$ cat src/rtl/residual_fork.sv
// Residual fork: duplicates one AXI-Stream into a registered main branch and a FWFT residual FIFO.
// Optional packet-length checker enabled by defining RESIDUAL_FORK_LEN_CHECK_EN.
module residual_fork #(
    parameter int D_W        = 8,
    parameter int FIFO_DEPTH = 64,
    parameter int PKT_LEN    = 768
) (
    input  logic                          clk,
    input  logic                          rst,
    input  logic [D_W-1:0]                in_tdata_X,
    input  logic                          in_tvalid_X,
    input  logic                          in_tlast_X,
    output logic                          in_tready_X,
    output logic [D_W-1:0]                out_tdata_M,
    output logic                          out_tvalid_M,
    output logic                          out_tlast_M,
    input  logic                          out_tready_M,
    output logic [D_W-1:0]                out_tdata_R,
    output logic                          out_tvalid_R,
    output logic                          out_tlast_R,
    input  logic                          out_tready_R,
    output logic [$clog2(FIFO_DEPTH):0]   r_level,
    output logic                          len_err
);

    localparam int AW = $clog2(FIFO_DEPTH);
    localparam int LW = AW + 1;
    localparam int EW = D_W + 1;

    generate
        if (FIFO_DEPTH < 2 || (FIFO_DEPTH & (FIFO_DEPTH - 1)) != 0 || PKT_LEN < 1) begin : g_param_check
            $error("residual_fork: FIFO_DEPTH must be a power of 2 >= 2 and PKT_LEN >= 1");
        end
    endgenerate

    logic                 main_valid_reg;
    logic [D_W-1:0]       main_data_reg;
    logic                 main_last_reg;

    logic [EW-1:0]        mem [FIFO_DEPTH];
    logic [AW-1:0]        wr_ptr_reg;
    logic [AW-1:0]        rd_ptr_reg;
    logic [AW-1:0]        rd_ptr_next;
    logic [LW-1:0]        level_reg;
    logic [LW-1:0]        level_next;
    logic [EW-1:0]        head_reg;
    logic [EW-1:0]        wr_word;

    logic                 main_rdy;
    logic                 res_rdy;
    logic                 wr_en;
    logic                 rd_en;

    // Handshake: a beat is taken only when both branches can absorb it together.
    assign main_rdy    = out_tready_M | ~main_valid_reg;
    assign rd_en       = out_tvalid_R & out_tready_R;
    assign res_rdy     = (level_reg < LW'(FIFO_DEPTH)) | rd_en;
    assign in_tready_X = ~rst & main_rdy & res_rdy;
    assign wr_en       = in_tvalid_X & in_tready_X;
    assign wr_word     = {in_tlast_X, in_tdata_X};

    // Main branch output register.
    always_ff @(posedge clk) begin
        if (rst) begin
            main_valid_reg <= 1'b0;
            main_data_reg  <= '0;
            main_last_reg  <= 1'b0;
        end else if (main_rdy) begin
            main_valid_reg <= in_tvalid_X & res_rdy;
            main_data_reg  <= in_tdata_X;
            main_last_reg  <= in_tlast_X;
        end
    end

    assign out_tvalid_M = main_valid_reg;
    assign out_tdata_M  = main_data_reg;
    assign out_tlast_M  = main_last_reg;

    // Residual FIFO storage and pointers.
    assign rd_ptr_next = rd_en ? rd_ptr_reg + AW'(1) : rd_ptr_reg;

    always_comb begin
        level_next = level_reg;
        case ({wr_en, rd_en})
            2'b10:   level_next = level_reg + LW'(1);
            2'b01:   level_next = level_reg - LW'(1);
            default: level_next = level_reg;
        endcase
    end

    always_ff @(posedge clk) begin
        if (wr_en) begin
            mem[wr_ptr_reg] <= wr_word;
        end
    end

    always_ff @(posedge clk) begin
        if (rst) begin
            wr_ptr_reg <= '0;
            rd_ptr_reg <= '0;
            level_reg  <= '0;
        end else begin
            if (wr_en) begin
                wr_ptr_reg <= wr_ptr_reg + AW'(1);
            end
            rd_ptr_reg <= rd_ptr_next;
            level_reg  <= level_next;
        end
    end

    // Registered head read addressed by the next read pointer; a write landing on
    // that slot in the same cycle is forwarded so the head is valid one cycle later.
    always_ff @(posedge clk) begin
        if (rst) begin
            head_reg <= '0;
        end else if (wr_en && (wr_ptr_reg == rd_ptr_next)) begin
            head_reg <= wr_word;
        end else begin
            head_reg <= mem[rd_ptr_next];
        end
    end

    assign out_tvalid_R = (level_reg != '0);
    assign out_tdata_R  = head_reg[D_W-1:0];
    assign out_tlast_R  = head_reg[D_W];
    assign r_level      = level_reg;

`ifdef RESIDUAL_FORK_LEN_CHECK_EN
    localparam int CW = $clog2(PKT_LEN) + 1;

    logic [CW-1:0] beat_cnt_reg;
    logic [CW-1:0] beat_cnt_next;
    logic [CW-1:0] cnt_inc;
    logic          len_err_reg;
    logic          len_err_next;

    always_comb begin
        beat_cnt_next = beat_cnt_reg;
        len_err_next  = len_err_reg;
        cnt_inc       = beat_cnt_reg + CW'(1);
        if (wr_en) begin
            if (in_tlast_X) begin
                if (cnt_inc != CW'(PKT_LEN)) begin
                    len_err_next = 1'b1;
                end
                beat_cnt_next = '0;
            end else if (cnt_inc == CW'(PKT_LEN)) begin
                // Packet reached its length without tlast.
                len_err_next  = 1'b1;
                beat_cnt_next = '0;
            end else begin
                beat_cnt_next = cnt_inc;
            end
        end
    end

    always_ff @(posedge clk) begin
        if (rst) begin
            beat_cnt_reg <= '0;
            len_err_reg  <= 1'b0;
        end else begin
            beat_cnt_reg <= beat_cnt_next;
            len_err_reg  <= len_err_next;
        end
    end

    assign len_err = len_err_reg;
`else
    assign len_err = 1'b0;
`endif

endmodule

$ cat config.mk
export PLATFORM = sky130hd
export DESIGN_NAME = residual_fork
export DESIGN_NICKNAME = d
export VERILOG_FILES = /design/src/rtl/residual_fork.sv
export SDC_FILE = /design/constraint.sdc
export NUM_CORES = 1
export LEC_CHECK = 0
export ABC_AREA = 1
export CORE_AREA = 2 2 282 284
export CTS_CLUSTER_DIAMETER = 30
export DETAILED_ROUTE_END_ITERATION = 12
export DIE_AREA = 0 0 284 286
export DONT_BUFFER_PORTS = 1
export PLACE_DENSITY = 0.49
export SETUP_SLACK_MARGIN = 0.2
export SKIP_CTS_REPAIR_TIMING = 1
export SLEW_MARGIN = 40
export SYNTH_ARGS = -nofsm -noshare
export SYNTH_HDL_FRONTEND = slang
export SYNTH_SLANG_ARGS = --single-unit
$ cat constraint.sdc
create_clock -name clk -period 5.1 [get_ports clk]
set_input_delay 1.53 -clock clk [delete_from_list [all_inputs] [get_ports clk]]
set_output_delay 1.53 -clock clk [all_outputs]
set_load 0.005 [all_outputs]
==> impl_metrics.tcl <==
set metrics [dict create \
    status "completed" \
    grt_pass1_wl_mm 116 \
    numCtsBuffers 144 \
    synth-edff-count 576 \
    r2r-start "r_level[4]" \
    fillers 7405 \
    slowest_stage "buf_16" \
    final_cell_count_no_fill 3804 \
    crit_type "reg2reg" \
    grt_max_degree 190 \
    dp_cells 3538 \
    grt_usage_pct 19.0 \
    core.rowCount 103 \
    htreeDepth 4 \
    layout_commonest_cell "nand3_1" \
    clock_latency_ns 0.70 \
    finalMaxSlewViolations 0 \
    ir_worst_vdd_mv 0.711 \
    min_period_ns 3.52 \
    clockBufferDepth 3 \
    ctsRootBufferMaster "clkbuf_16" \
    clock_sinks 614 \
    vias 18950 \
    hold_viol_final 0 \
    place.gp.congestion 0.806 \
    synth-main-ff-cell "edfxtp_1" \
    min_from "out_tdata_M[7]" \
    largest_register_ffs 576 \
    mostFrequentLayoutCells "589 x nand3_1, 576 x edfxtp_1, 467 x nand2_1" \
    die_h_um 286 \
    finish.utilization_pct 42.6 \
    globalRouteOverflowTotal 0 \
    relSlewSlack_pct 44.0 \
    dieArea_mm2 0.0812 \
    netlist_instances 2563 \
    core_mm2 0.0784 \
    fin_crit_sh_pct 69.0 \
    crit_path_start_kind "flop" \
    hold_path_class "reg2reg" \
    yosysWarnings 0 \
    num_antenna_cells 0 \
    worst_pin_slew_ns 0.839 \
    dr.first_iter.drc_count 1635 \
    setup_viol 0 \
    synth_top_area_share_pct 63.6 \
    post_drt_via_cell_ratio 4.98 \
    cp.required_ns 5.74 \
    synthArstFlopShare_pct 0 \
    wl_per_cell_um 20.3 \
    arrival_ns 4.16 \
    rsz0062_at_grt "false" \
    drive_gt1_share_pct 12.0 \
    skew_ns 0.0199 \
    critPathMaxStageDelay_ns 0.45 \
    clkTransAtPathRegs_ns 0.04 \
    holdPathStages 2 \
    avgSynthCellArea_um2 10.6 \
    tritoncts "built" \
    die_x_um 284 \
    ff2ff_setup_slack_ns 1.58 \
    p_per_area_mw_per_mm2 603 \
    synth_top_area_cell "edfxtp_1" \
    critPathCaptureType "flop" \
    drtAntennaViolNets 0 \
    area_growth_pct 22.8 \
    rr_endpoint "head_reg[1]" \
    synth_cell_types 32 \
    port-buffer-count 0 \
    cp_max_fo 128 \
    drt_wl_total_mm 77.2 \
    grt_pass1_vias 18708 \
    synth_seq_cells 614 \
    cp_cell_sequence "nor2_1, nand2_1, o21ai_4, nand2_8, nand2_4, buf_12, buf_16, nand2_1, nand2_1, nand2_1, nand3_1, nand3_1, nand3_1, nand3_1, nand3_1, nand2_1, inv_1" \
    syn_nets 2582 \
    nets 2655 \
    leakage_nw 13.2 \
    antenna_found_initial 0 \
    min_delay_worst_endpoint "out_tdata_M[7]" \
    tns_ns 0 \
    cap_viol_max_count 0 \
    fmax_mhz 284 \
    synth_area_leaders "edfxtp_1 64%, nand3_1 11%, nand2_1 6.5%, inv_1 4.9%, nand3b_1 4.7%" \
    yosysSeqAreaShare_pct 66.4 \
    multiInputGateArea_mm2 0.00716 \
    pin_count 43 \
    syn_area_mm2 0.0272 \
    regArea_mm2 0.0181 \
    dpl.hpwl_mm 41.5 \
    start_util_pct 34.7 \
    drc 0 \
    drtPass1Iterations 5 \
    r2r_cells 17 \
]
==> how the worst max path moves through the flow <==
stage,from,to
2_1_floorplan,rst,r_level[6]
3_3_place_gp,out_tready_R,head_reg[1]
3_5_place_dp,out_tready_R,head_reg[1]
4_1_cts,r_level[4],head_reg[1]
5_1_grt,r_level[4],head_reg[1]
6_report,r_level[4],head_reg[1]
==> kinds of logic (layout without fill, tap and decap cells) <==
group,Yosys count,in the layout,synth area share [%]
AND/OR/NAND/NOR,1350,1350,23.9
flip-flops,614,614,66.4
buffers and inverters,517,708,7.68
AO/OA/AOI/OAI,59,59,1.26
XOR/XNOR,17,17,0.575
adder cells (fa/ha/maj),5,5,0.230
other,1,1,0.0138
==> stage by stage <==
stage / setup WS (ns) / instance area, um2 / hold slack (ns) / total power [W]
after floorplan: 1.05 / 27200 / 0.480 / 0.00951
after global placement: 1.02 / 28600 / 0.507 / 0.0113
after detailed placement: 0.958 / 28600 / 0.505 / 0.0113
after CTS: 1.59 / 33300 / 0.518 / 0.0203
after global routing: 1.31 / 33400 / 0.533 / 0.0211
final: 1.58 / 33400 / 0.515 / 0.0201
==> cell type report <==
cell class	instances	share of cell area [%]
Multi-Input combinational cell	1432	21.4
Sequential cell	614	54.0
Timing Repair Buffer	83	2.26
Inverter	361	4.06
Tap cell	1050	3.93
Clock buffer	169	11.4
Clock inverter	95	2.87
==> Yosys cell counts, types with 5 or more instances <==
master and instances:
a21oi_1 14, buf_1 8, buf_2 49, buf_4 23
clkbuf_1 76, dfxtp_1 38, edfxtp_1 576, ha_1 5
inv_1 353, inv_2 5, nand2_1 469, nand3_1 590
nand3b_1 172, nor2_1 103, nor3_1 9, o211ai_1 10
o21ai_0 29, xnor2_1 5, xor2_1 11
==> critical path, delay by kind of cell, from the launching register on <==
kind,cells,cell delay (ns)
AO/OA/AOI/OAI,1,0.33
AND/OR/NAND/NOR,13,1.84
buffers and inverters,3,0.81
flip-flops,1,0.42
==> report_power, final <==
group / leakage (nW) / internal, W / total [W] / switching [W]
clock network: 2.32 / 0.00607 / 0.00889 / 0.00283
registers: 5.49 / 0.00561 / 0.00572 / 0.000113
logic: 5.35 / 0.00158 / 0.00553 / 0.00395
==> per-layer routing <==
layer	track usage (%)	routed length, um
met4	7.24	1920
met2	30.9	36800
met3	4.11	4930
met5	0	0
met1	24.9	33500
(Power assumes the default switching activity.)
